===== src/rtl/trap_sequencer.sv =====
// Machine-mode trap/MRET context-switch sequencer: prioritises events, issues ordered CSR writes, redirects the PC.
// Optional macro VECTORED_MTVEC_EN: interrupts with MTVEC[1:0]=01 redirect to base + 4*cause.
module trap_sequencer #(
    parameter int XLEN        = 64,
    parameter int MTVEC_ALIGN = 4
) (
    input  logic            CLK,
    input  logic            RESET,
    input  logic            F_IAM,
    input  logic            F_IAF,
    input  logic            F_II,
    input  logic            MEM_LAM,
    input  logic            MEM_LAF,
    input  logic            MEM_SAM,
    input  logic            MEM_SAF,
    input  logic            ECALL,
    input  logic            MRET,
    input  logic            TIMER,
    input  logic            EXTERNAL,
    input  logic [XLEN-1:0] F_PC,
    input  logic [XLEN-1:0] MEM_PC,
    input  logic [XLEN-1:0] MEM_ADDR,
    input  logic [31:0]     F_INSTR,
    input  logic [XLEN-1:0] MSTATUS,
    input  logic [XLEN-1:0] MIE_REG,
    input  logic [XLEN-1:0] MTVEC,
    input  logic [XLEN-1:0] MEPC,
    output logic            CSR_WE,
    output logic [11:0]     CSR_WADDR,
    output logic [XLEN-1:0] CSR_WDATA,
    output logic            STALL,
    output logic            FLUSH,
    output logic            REDIRECT,
    output logic [XLEN-1:0] REDIRECT_PC,
    output logic [1:0]      PRIVILEGE,
    output logic            BUSY
);

    typedef enum logic [2:0] {
        IDLE, S_EPC, S_CAUSE, S_TVAL, S_STATUS, S_REDIR, R_STATUS, R_REDIR
    } state_t;

    localparam logic [XLEN-1:0] ALIGN_MASK = ~(XLEN'(MTVEC_ALIGN - 1));

    state_t            r_state, w_next;
    logic [XLEN-1:0]   r_cause, r_epc, r_tval;
    logic [1:0]        r_mpp;
    logic              w_trap, w_mem, w_int_ext, w_int_tmr;
    logic [XLEN-1:0]   w_cause, w_tval, w_epc, w_base;
    logic [XLEN-1:0]   w_mst_trap, w_mst_mret;
    logic              w_unused;

    assign w_int_ext = EXTERNAL & MSTATUS[3] & MIE_REG[11];
    assign w_int_tmr = TIMER    & MSTATUS[3] & MIE_REG[7];
    assign w_unused  = &{1'b0, MIE_REG};

    always_comb begin
        w_trap  = 1'b1;
        w_mem   = 1'b0;
        w_cause = '0;
        w_tval  = '0;
        if (MEM_LAF)       begin w_mem = 1'b1; w_cause = XLEN'(5); w_tval = MEM_ADDR; end
        else if (MEM_LAM)  begin w_mem = 1'b1; w_cause = XLEN'(4); w_tval = MEM_ADDR; end
        else if (MEM_SAF)  begin w_mem = 1'b1; w_cause = XLEN'(7); w_tval = MEM_ADDR; end
        else if (MEM_SAM)  begin w_mem = 1'b1; w_cause = XLEN'(6); w_tval = MEM_ADDR; end
        else if (F_IAF)    begin w_cause = XLEN'(1); w_tval = F_PC; end
        else if (F_IAM)    begin w_cause = XLEN'(0); w_tval = F_PC; end
        else if (F_II)     begin w_cause = XLEN'(2); w_tval = XLEN'(F_INSTR); end
        else if (ECALL)    w_cause = XLEN'({2'b10, PRIVILEGE});
        else if (w_int_ext) w_cause = {1'b1, (XLEN-1)'(11)};
        else if (w_int_tmr) w_cause = {1'b1, (XLEN-1)'(7)};
        else               w_trap = 1'b0;
    end

    assign w_epc = w_mem ? MEM_PC : F_PC;

    // Trap entry stacks MIE into MPIE and records the old privilege in MPP; MRET unwinds it.
    assign w_mst_trap = {MSTATUS[XLEN-1:13], PRIVILEGE, MSTATUS[10:8], MSTATUS[3],
                         MSTATUS[6:4], 1'b0, MSTATUS[2:0]};
    assign w_mst_mret = {MSTATUS[XLEN-1:13], 2'b00, MSTATUS[10:8], 1'b1,
                         MSTATUS[6:4], MSTATUS[7], MSTATUS[2:0]};
    assign w_base     = MTVEC & ALIGN_MASK;

    always_ff @(posedge CLK) begin
        // NOTE: sequential state uses non-blocking assignments only; reset also clears the latched context.
        if (RESET) begin
            r_state   <= IDLE;
            PRIVILEGE <= 2'b11;
            r_cause   <= '0;
            r_epc     <= '0;
            r_tval    <= '0;
            r_mpp     <= 2'b00;
        end else begin
            r_state <= w_next;
            if (r_state == IDLE && w_trap) begin
                r_cause <= w_cause;
                r_epc   <= w_epc;
                r_tval  <= w_tval;
            end
            if (r_state == R_STATUS) r_mpp <= MSTATUS[12:11];
            if (r_state == S_REDIR)  PRIVILEGE <= 2'b11;
            if (r_state == R_REDIR)  PRIVILEGE <= r_mpp;
        end
    end

    always_comb begin
        // NOTE: every output and the next state get a default first so no latch is inferred.
        w_next      = r_state;
        CSR_WE      = 1'b0;
        CSR_WADDR   = 12'h000;
        CSR_WDATA   = '0;
        FLUSH       = 1'b0;
        REDIRECT    = 1'b0;
        REDIRECT_PC = '0;
        case (r_state)
            IDLE: begin
                if (w_trap)    w_next = S_EPC;
                else if (MRET) w_next = R_STATUS;
            end
            S_EPC: begin
                FLUSH     = 1'b1;
                CSR_WE    = 1'b1;
                CSR_WADDR = 12'h341;
                CSR_WDATA = {r_epc[XLEN-1:1], 1'b0};
                w_next    = S_CAUSE;
            end
            S_CAUSE: begin
                CSR_WE    = 1'b1;
                CSR_WADDR = 12'h342;
                CSR_WDATA = r_cause;
                w_next    = S_TVAL;
            end
            S_TVAL: begin
                CSR_WE    = 1'b1;
                CSR_WADDR = 12'h343;
                CSR_WDATA = r_tval;
                w_next    = S_STATUS;
            end
            S_STATUS: begin
                CSR_WE    = 1'b1;
                CSR_WADDR = 12'h300;
                CSR_WDATA = w_mst_trap;
                w_next    = S_REDIR;
            end
            S_REDIR: begin
                REDIRECT    = 1'b1;
                REDIRECT_PC = w_base;
`ifdef VECTORED_MTVEC_EN
                if (MTVEC[1:0] == 2'b01 && r_cause[XLEN-1])
                    REDIRECT_PC = w_base + {r_cause[XLEN-3:0], 2'b00};
`endif
                w_next      = IDLE;
            end
            R_STATUS: begin
                FLUSH     = 1'b1;
                CSR_WE    = 1'b1;
                CSR_WADDR = 12'h300;
                CSR_WDATA = w_mst_mret;
                w_next    = R_REDIR;
            end
            R_REDIR: begin
                REDIRECT    = 1'b1;
                REDIRECT_PC = MEPC;
                w_next      = IDLE;
            end
            default: w_next = IDLE;
        endcase
    end

    assign BUSY  = (r_state != IDLE);
    assign STALL = BUSY;

endmodule


===== config.mk =====
export PLATFORM = sky130hd
export DESIGN_NAME = trap_sequencer
export DESIGN_NICKNAME = d
export VERILOG_FILES = /design/src/rtl/trap_sequencer.sv
export SDC_FILE = /design/constraint.sdc
export NUM_CORES = 1
export LEC_CHECK = 0
export ABC_AREA = 1
export CAP_MARGIN = 15
export CORE_AREA = 5 5 244 246
export DETAILED_ROUTE_END_ITERATION = 8
export DIE_AREA = 0 0 249 251
export GPL_TIMING_DRIVEN = 0
export PLACE_DENSITY = 0.39
export SYNTH_ARGS = -nofsm -noshare
export SYNTH_HDL_FRONTEND = slang
export SYNTH_SLANG_ARGS = --single-unit

===== constraint.sdc =====
create_clock -name CLK -period 2.45 [get_ports CLK]
set_input_delay 0.49 -clock CLK [delete_from_list [all_inputs] [get_ports CLK]]
set_output_delay 0.49 -clock CLK [all_outputs]
set_load 0.1 [all_outputs]

==> results.md, run 1 <==
- Status: finished clean
- Post-synth cell types: 29
- Clock Tree Buf Depth: 2
- Synth async-reset ratio: 0
- Unrepaired setup endpoints after global routing: true
- CP delay by family, top: buffers and inverters
- Maximum vdd drop: 0.5230 mV
- Post-Route WL: 65,170 um
- Synthesized area: 9086 sq um
- Cell Rows: 88
- Worst Max-Slew Pin Slew: 1.065 ns
- Cell taking the most area after synthesis: dfxtp_1
- IO Port Bufs: 565
- Number of enable flip-flop cells after synthesis: 0
- CTS Root Cell: clkbuf_16
- Leak: 8.251 nW
- Most frequent cell after synthesis: nand2_1
- Hold crit path type: reg -> reg
- Primary FF master, synth: dfxtp_1
- FF+latch count, synth: 139
- Hold Fails Final Rpt: 0
- Layout cell share with drive strength beyond 1: 0.2039
- Die W: 249 um
- FF-to-FF path depth: 8
- DRT iter0 DRCs: 593
- RR Startpoint: r_state[2]$_SDFFE_PP0P_
- DR WL/cell: 21.81 um
- Worst-Skew Late Latency: 0.46 ns
- Total power: 14.49 mW
- Gr usage total: 0.1987
- Crit-path slowest cell: dfxtp_2
- Finished Layout Cells: 2,988
- Register area share after synthesis: 0.3063
- Achievable frequency: 0.4096 GHz
- Top cell type's share of synthesized area: 0.3063
- Final setup vio count: 0
- Placed cell count: 2,933
- Hold path start: r_tval[25]$_SDFFE_PP0P_
- # clock sinks: 139
- Power per standard cell area: 784.1 nW/um^2
- Critical Setup Path Class: reg -> out
- Post-route ant nets: 0
- Die area: 62,500 sq um
- FF-to-FF setup slack: 0.45 ns
- RePlAce Congestion: 0.8789
- Tcrit/Tclk final: 0.9965
- Setup crit end kind: output port
- Synth area leaders: dfxtp_1 (31%), nand2_1 (21%), o21ai_0 (16%)
- TritonCTS clock tree: done
- Hold Buf Count CTS: 0
- Worst endpoint data arrival time: 1.95 ns
- WHS Endpoint: r_tval[25]$_SDFFE_PP0P_
- Skew final: 0.01017 ns
- Via count: 12.68k
- Hpwl dp: 52,500 um
- Ports: 640
- Syn Inst Count: 1,597
- Hold Path Cell Cnt: 2
- Htree depth: 4
- Critical Path Start Type: flip-flop
- Synthesis-to-finish area growth: 103.3%
- Post-synth top cells: nand2_1 (501), o21ai_0 (285), nor2_1 (281), dfxtp_1 (139), nand3_1 (120)
- First-pass GRT wire length: 91,690 um
- Worst-path cell chain: buf_6 -> nor3_4 -> buf_12 -> clkbuf_16 -> nand2_1 -> nand3_2 -> buf_12
- Cell mode on critical path: buf_12
- Largest net degree at the start of global routing: 17
- Worst reg2reg path endpoint: r_epc[16]$_SDFFE_PP0P_
- Vias in the first global route: 12.95k
- Maximum capacitance violations: 0
- Setup_tns: 0 ns
- Initial Util: 0.1590
- Final Max Tran Viols: 0
- Buffers plus inverters on the worst setup path: 4
- Chip height: 251 um
- Core Area: 57,140 sq um
- Total Nets Final: 2,693
- Final Critical Period: 2.442 ns
- Worst Path Max Fanout: 10
- CP Data Required Time: 1.96 ns
- Drt via density: 4.242
- DR pass1 iterations: 5
- Initial antenna violation count: 13
- Slowest stage delay, CP: 0.33 ns
- Congestion Overflow GR: 0
- Synth warn: 0
- Max-slew headroom: 0.2929
- CTS Buf Count: 17
- Reg clk slew, reported paths: 0.06 ns
- Residual DRC count: 0
- Syn avg cell area: 5.690 sq um
## flip-flops by register name (all words and copies together), names as in the netlist
signal     cells
r_mpp          2
r_state        3
PRIVILEGE      2
r_cause        5
r_epc         63
r_tval        64
## power breakdown
group / leakage (nW) / switching [mW] / internal, mW / total, mW
Combinational: 6.79 / 5.47 / 2.93 / 8.39
Clock: 0.302 / 1.10 / 1.75 / 2.85
Sequential: 1.16 / 0.347 / 2.89 / 3.24
Total: 8.25 / 6.92 / 7.57 / 14.5
## cell families after synthesis
group / synth area share
buffers and inverters: 0.1100
AOI/OAI and AO/OA: 0.1838
and+or+nand+nor: 0.3995
DFF: 0.3063
other: 0.0004127
## per-stage QoR
stage	hold slack [ns]	utilization	setup WS (ns)	cell area, sq um
final	0.4683	0.3233	0.008497	18470
after global routing	0.4848	0.3229	-0.06438	18450
after CTS	0.4702	0.3115	-0.02609	17800
after detailed placement	0.4605	0.2847	-1.641	16270
after global placement	0.4573	0.2847	-1.677	16270
after floorplan	0.4409	-	-0.4094	9656
## layout make-up
type,count,area [sq um]
Antenna cell,11,27.53
Timing Repair Buffer,580,6683
Clock inverter,11,167.7
Tap cell,765,957.2
Multi-Input combinational cell,1242,5993
Fill cell,6190,38670
Inverter,93,361.6
Buffer,127,1036
Clock buffer,20,456.7
Sequential cell,139,2791
## worst register-to-register path, delay by kind of cell, from the launching register on
kind	cells	cell delay, ns
compound gates	1	0.19
buf+inv	4	0.84
simple gates	3	0.57
flops	1	0.34
## metal layers
| layer | track usage | wire length [um] | vias up |
|---|---|---|---|
| li1 | - | - | 6305 |
| met1 | 0.2390 | 27450 | 5878 |
| met2 | 0.3502 | 32370 | 423 |
| met3 | 0.05700 | 4023 | 60 |
| met4 | 0.05013 | 1265 | 10 |
| met5 | 0 | 68 | - |
## timing repair
action,CTS,global route
pin swaps,2,16
setup endpoints to repair,155,204
setup buffers,5,4
resized for setup,1121,133
gates cloned,0,6
## worst max-delay path by stage
| stage | from | to | slack (ns) | depth (start not counted) |
|---|---|---|---|---|
| floorplan | r_state[0]$_SDFFE_PP0P_ | CSR_WADDR[9] | -0.41 | 3 |
| global placement | r_state[0]$_SDFFE_PP0P_ | CSR_WDATA[53] | -1.68 | 6 |
| detailed placement | r_state[0]$_SDFFE_PP0P_ | CSR_WDATA[57] | -1.64 | 6 |
| CTS | r_state[2]$_SDFFE_PP0P_ | REDIRECT_PC[5] | -0.03 | 7 |
| global route | r_state[2]$_SDFFE_PP0P_ | CSR_WDATA[61] | -0.06 | 7 |
| finish | r_state[2]$_SDFFE_PP0P_ | CSR_WDATA[61] | 0.008 | 7 |
## layout by cell type, fill, tap and decap left out, types with 3 or more instances in the layout
| cell type | n |
|---|---|
| nand2_1 | 467 |
| clkdlybuf4s50_1 | 425 |
| nor2_1 | 275 |
| o21ai_0 | 221 |
| dfxtp_1 | 136 |
| inv_1 | 84 |
| buf_12 | 80 |
| nand3_1 | 71 |
| o21ai_2 | 61 |
| nand3_2 | 48 |
| buf_6 | 46 |
| clkbuf_1 | 39 |
| nand2_2 | 34 |
| buf_2 | 34 |
| clkbuf_16 | 27 |
| buf_4 | 23 |
| buf_8 | 22 |
| diode_2 | 11 |
| clkbuf_8 | 11 |
| a21oi_1 | 10 |
| a22oi_2 | 9 |
| a22oi_1 | 9 |
| clkbuf_4 | 7 |
| conb_1 | 7 |
| clkbuf_2 | 6 |
| inv_2 | 5 |
| o21ai_1 | 5 |
| nor2_2 | 5 |
| bufinv_16 | 4 |
| clkdlybuf4s15_2 | 4 |
| nand2_4 | 3 |
| nor2_4 | 3 |
| nor3_1 | 3 |
| clkinv_2 | 3 |
No activity file was read; power rests on OpenSTA's default activity.
==> inputs of run 2 (changes only) <==
--- a/config.mk
+++ b/config.mk
@@ -7,11 +7,12 @@
 export LEC_CHECK = 0
 export ABC_AREA = 1
 export CAP_MARGIN = 15
-export CORE_AREA = 5 5 244 246
+export CORE_AREA = 2 2 248 250
+export CTS_BUF_LIST = sky130_fd_sc_hd__clkbuf_8
 export DETAILED_ROUTE_END_ITERATION = 8
-export DIE_AREA = 0 0 249 251
+export DIE_AREA = 0 0 250 252
 export GPL_TIMING_DRIVEN = 0
-export PLACE_DENSITY = 0.39
+export PLACE_DENSITY = 0.37
 export SYNTH_ARGS = -nofsm -noshare
 export SYNTH_HDL_FRONTEND = slang
 export SYNTH_SLANG_ARGS = --single-unit
==> results.md, run 2 (synthesized netlist as in run 1, its figures left out) <==
- Status: complete, but fails checks (was finished clean)
- Failing checks: negative setup slack
- Worst reg2reg path endpoint: r_tval[61]$_SDFFE_PP0P_ (was r_epc[16]$_SDFFE_PP0P_)
- Commonest non-fill, non-tap cells in the layout: clkdlybuf4s50_1 (425), nand2_1 (420), nor2_1 (275) (was nand2_1 (467), clkdlybuf4s50_1 (425), nor2_1 (275))
- Post-Route WL: 66,860 um (was 65,170 um)
- CP Data Required Time: 1.96 ns (about the same)
- Final setup vio count: 30 (was 0)
- CTS Root Cell: clkbuf_8 (was clkbuf_16)
- Hold Path Cell Cnt: 2 (unchanged)
- CTS Buf Count: 17 (unchanged)
- Initial Util: 0.1511 (was 0.1590)
- Worst Path Max Fanout: 5 (was 10)
- First-pass GRT wire length: 93,470 um (was 91,690 um)
- Critical Setup Path Class: reg -> out (unchanged)
- Area of the multi-input gates: 6469 sq um (was 5993 sq um)
- RePlAce Congestion: 0.8628 (was 0.8789)
- Via count: 12.83k (was 12.68k)
- Achievable frequency: 0.3991 GHz (was 0.4096 GHz)
- Chip height: 252 um (was 251 um)
- Hpwl dp: 51,900 um (was 52,500 um)
- Commonest non-fill, non-tap cell in the layout: clkdlybuf4s50_1 (was nand2_1)
- Worst endpoint data arrival time: 2.02 ns (was 1.95 ns)
- Final Critical Period: 2.505 ns (was 2.442 ns)
- IO Port Bufs: 565 (unchanged)
- Worst Slack Setup Final: -0.05538 ns (was 0.008497 ns)
- Largest net degree at the start of global routing: 17 (unchanged)
- Cell Rows: 90 (was 88)
- DRT iter0 DRCs: 598 (was 593)
- FF-to-FF setup slack: 0.48 ns (was 0.45 ns)
- Setup_tns: -0.6468 ns (was 0 ns)
- Pre-CTS setup slack: -1.573 ns (was -1.641 ns)
- Critical Path Start Type: flip-flop (unchanged)
- Worst-Skew Late Latency: 0.49 ns (was 0.46 ns)
- Biggest register: r_tval (unchanged)
- Maximum capacitance violations: 0 (unchanged)
- Reg clk slew, reported paths: 0.08 ns (was 0.06 ns)
- FF-to-FF path depth: 8 (unchanged)
- Synthesis-to-finish area growth: 110.7% (was 103.3%)
- Hold crit path type: reg -> reg (unchanged)
- Ports: 640 (unchanged)
- Final Max Tran Viols: 0 (unchanged)
- Layout cell share with drive strength beyond 1: 0.2381 (was 0.2039)
- # clock sinks: 139 (unchanged)
- Gr usage total: 0.2057 (was 0.1987)
- Biggest regs: r_tval: 64 flops, r_epc: 63 flops, r_cause: 5 flops (unchanged)
- Post-route ant nets: 0 (unchanged)
- Leak: 8.691 nW (was 8.251 nW)
- Hold Fails Final Rpt: 0 (unchanged)
- Drt via density: 4.241 (was 4.242)
- Setup crit end kind: output port (unchanged)
- Register Area: 2791 sq um (unchanged)
- Total Nets Final: 2,719 (was 2,693)
- Residual DRC count: 0 (unchanged)
- # fillers: 6,630 (was 6,190)
- DR WL/cell: 22.10 um (was 21.81 um)
- Htree depth: 4 (unchanged)
- Unrepaired setup endpoints after global routing: true (unchanged)
- Die W: 250 um (was 249 um)
- Tcrit/Tclk final: 1.023 (was 0.9965)
- RR Startpoint: r_state[0]$_SDFFE_PP0P_ (was r_state[2]$_SDFFE_PP0P_)
- Power per standard cell area: 756.8 nW/um^2 (was 784.1 nW/um^2)
- Vias in the first global route: 13.12k (was 12.95k)
- Congestion Overflow GR: 0 (unchanged)
- Core Area: 60,130 sq um (was 57,140 sq um)
- DR pass1 iterations: 5 (unchanged)
- Hold path start: r_tval[30]$_SDFFE_PP0P_ (was r_tval[25]$_SDFFE_PP0P_)
- Maximum vdd drop: 0.3331 mV (was 0.5230 mV)
- Worst Max-Slew Pin Slew: 1.020 ns (was 1.065 ns)
- Initial antenna violation count: 14 (was 13)
- TritonCTS clock tree: done (unchanged)
- Hold Buf Count CTS: 0 (unchanged)
- Die area: 63,000 sq um (was 62,500 sq um)
- Max-slew headroom: 0.3225 (was 0.2929)
- Skew final: 0.01504 ns (was 0.01017 ns)
- Max reg flops: 64 (unchanged)
- Clock Tree Buf Depth: 2 (unchanged)
- WHS Endpoint: r_tval[30]$_SDFFE_PP0P_ (was r_tval[25]$_SDFFE_PP0P_)
- WHS: 0.4728 ns (was 0.4683 ns)
run 2: cell types whose count changed in the layout (fill, tap and decap cells not counted), sizes merged:
cell,change
inv,+2
diode,-6
clkinvlp,-1
buf,+27
bufinv,-2
bufbuf,+1
run 2: how the worst max path moves through the flow:
stage                                  startpoint             to  slack, ns
after floorplan           r_state[0]$_SDFFE_PP0P_   CSR_WADDR[9]      -0.41
after global placement    r_state[0]$_SDFFE_PP0P_  CSR_WDATA[53]      -1.60
after detailed placement  r_state[0]$_SDFFE_PP0P_  CSR_WDATA[56]      -1.57
after CTS                 r_state[2]$_SDFFE_PP0P_  CSR_WDATA[61]      -0.21
after global routing      r_state[2]$_SDFFE_PP0P_  CSR_WDATA[11]      -0.17
final                     r_state[2]$_SDFFE_PP0P_  CSR_WDATA[11]      -0.06
run 2: layer usage:
| metal | vias to the layer above | global-route usage | wire [um] |
|---|---|---|---|
| met2 | 397 | 0.3593 | 32860 |
| met3 | 49 | 0.04653 | 3833 |
| met5 | - | 0 | 106 |
| li1 | 6345 | - | - |
| met4 | 16 | 0.04756 | 945 |
| met1 | 6027 | 0.2564 | 29120 |
run 2: area by class of cell:
type,count,share of cell area
Antenna cell,5,0.0006536
Timing Repair Buffer,606,0.3691
Timing Repair inverter,1,0.0004575
Tap cell,782,0.05111
Clock buffer,23,0.01653
Clock inverter,9,0.005621
Multi-Input combinational cell,1242,0.3379
Buffer,126,0.05346
Sequential cell,139,0.1458
Inverter,93,0.01941
run 2: critical path, cell delays in order (launching register included):
cell,delay (ns)
dfxtp_2,0.33
buf_6,0.13
nor3_4,0.23
buf_12,0.18
buf_8,0.12
clkbuf_16,0.15
buf_12,0.11
nand2_4,0.04
nand3_4,0.06
buf_12,0.17
run 2: through the flow:
stage / power (mW) / util / cell area (sq um) / cells
detailed placement: 10.72 / 0.2709 / 16290 / 2950
global route: 15.27 / 0.3184 / 19140 / 3026
global placement: 10.68 / 0.2709 / 16290 / 2950
floorplan: 7.965 / - / 9656 / 1603
finish: 14.49 / 0.3184 / 19140 / 3026
CTS: 14.56 / 0.3133 / 18840 / 3016
run 2: power by group:
part	switching, mW	total (mW)	internal, mW
Combinational	5.74	9.08	3.34
Clock	1.03	2.10	1.07
Sequential	0.427	3.32	2.89
run 2: repair_timing:
item,CTS,global route
gates resized for setup,1301,89
gates cloned,11,5
pin swaps,40,17
endpoints found under the setup margin,154,206
setup buffers,24,7
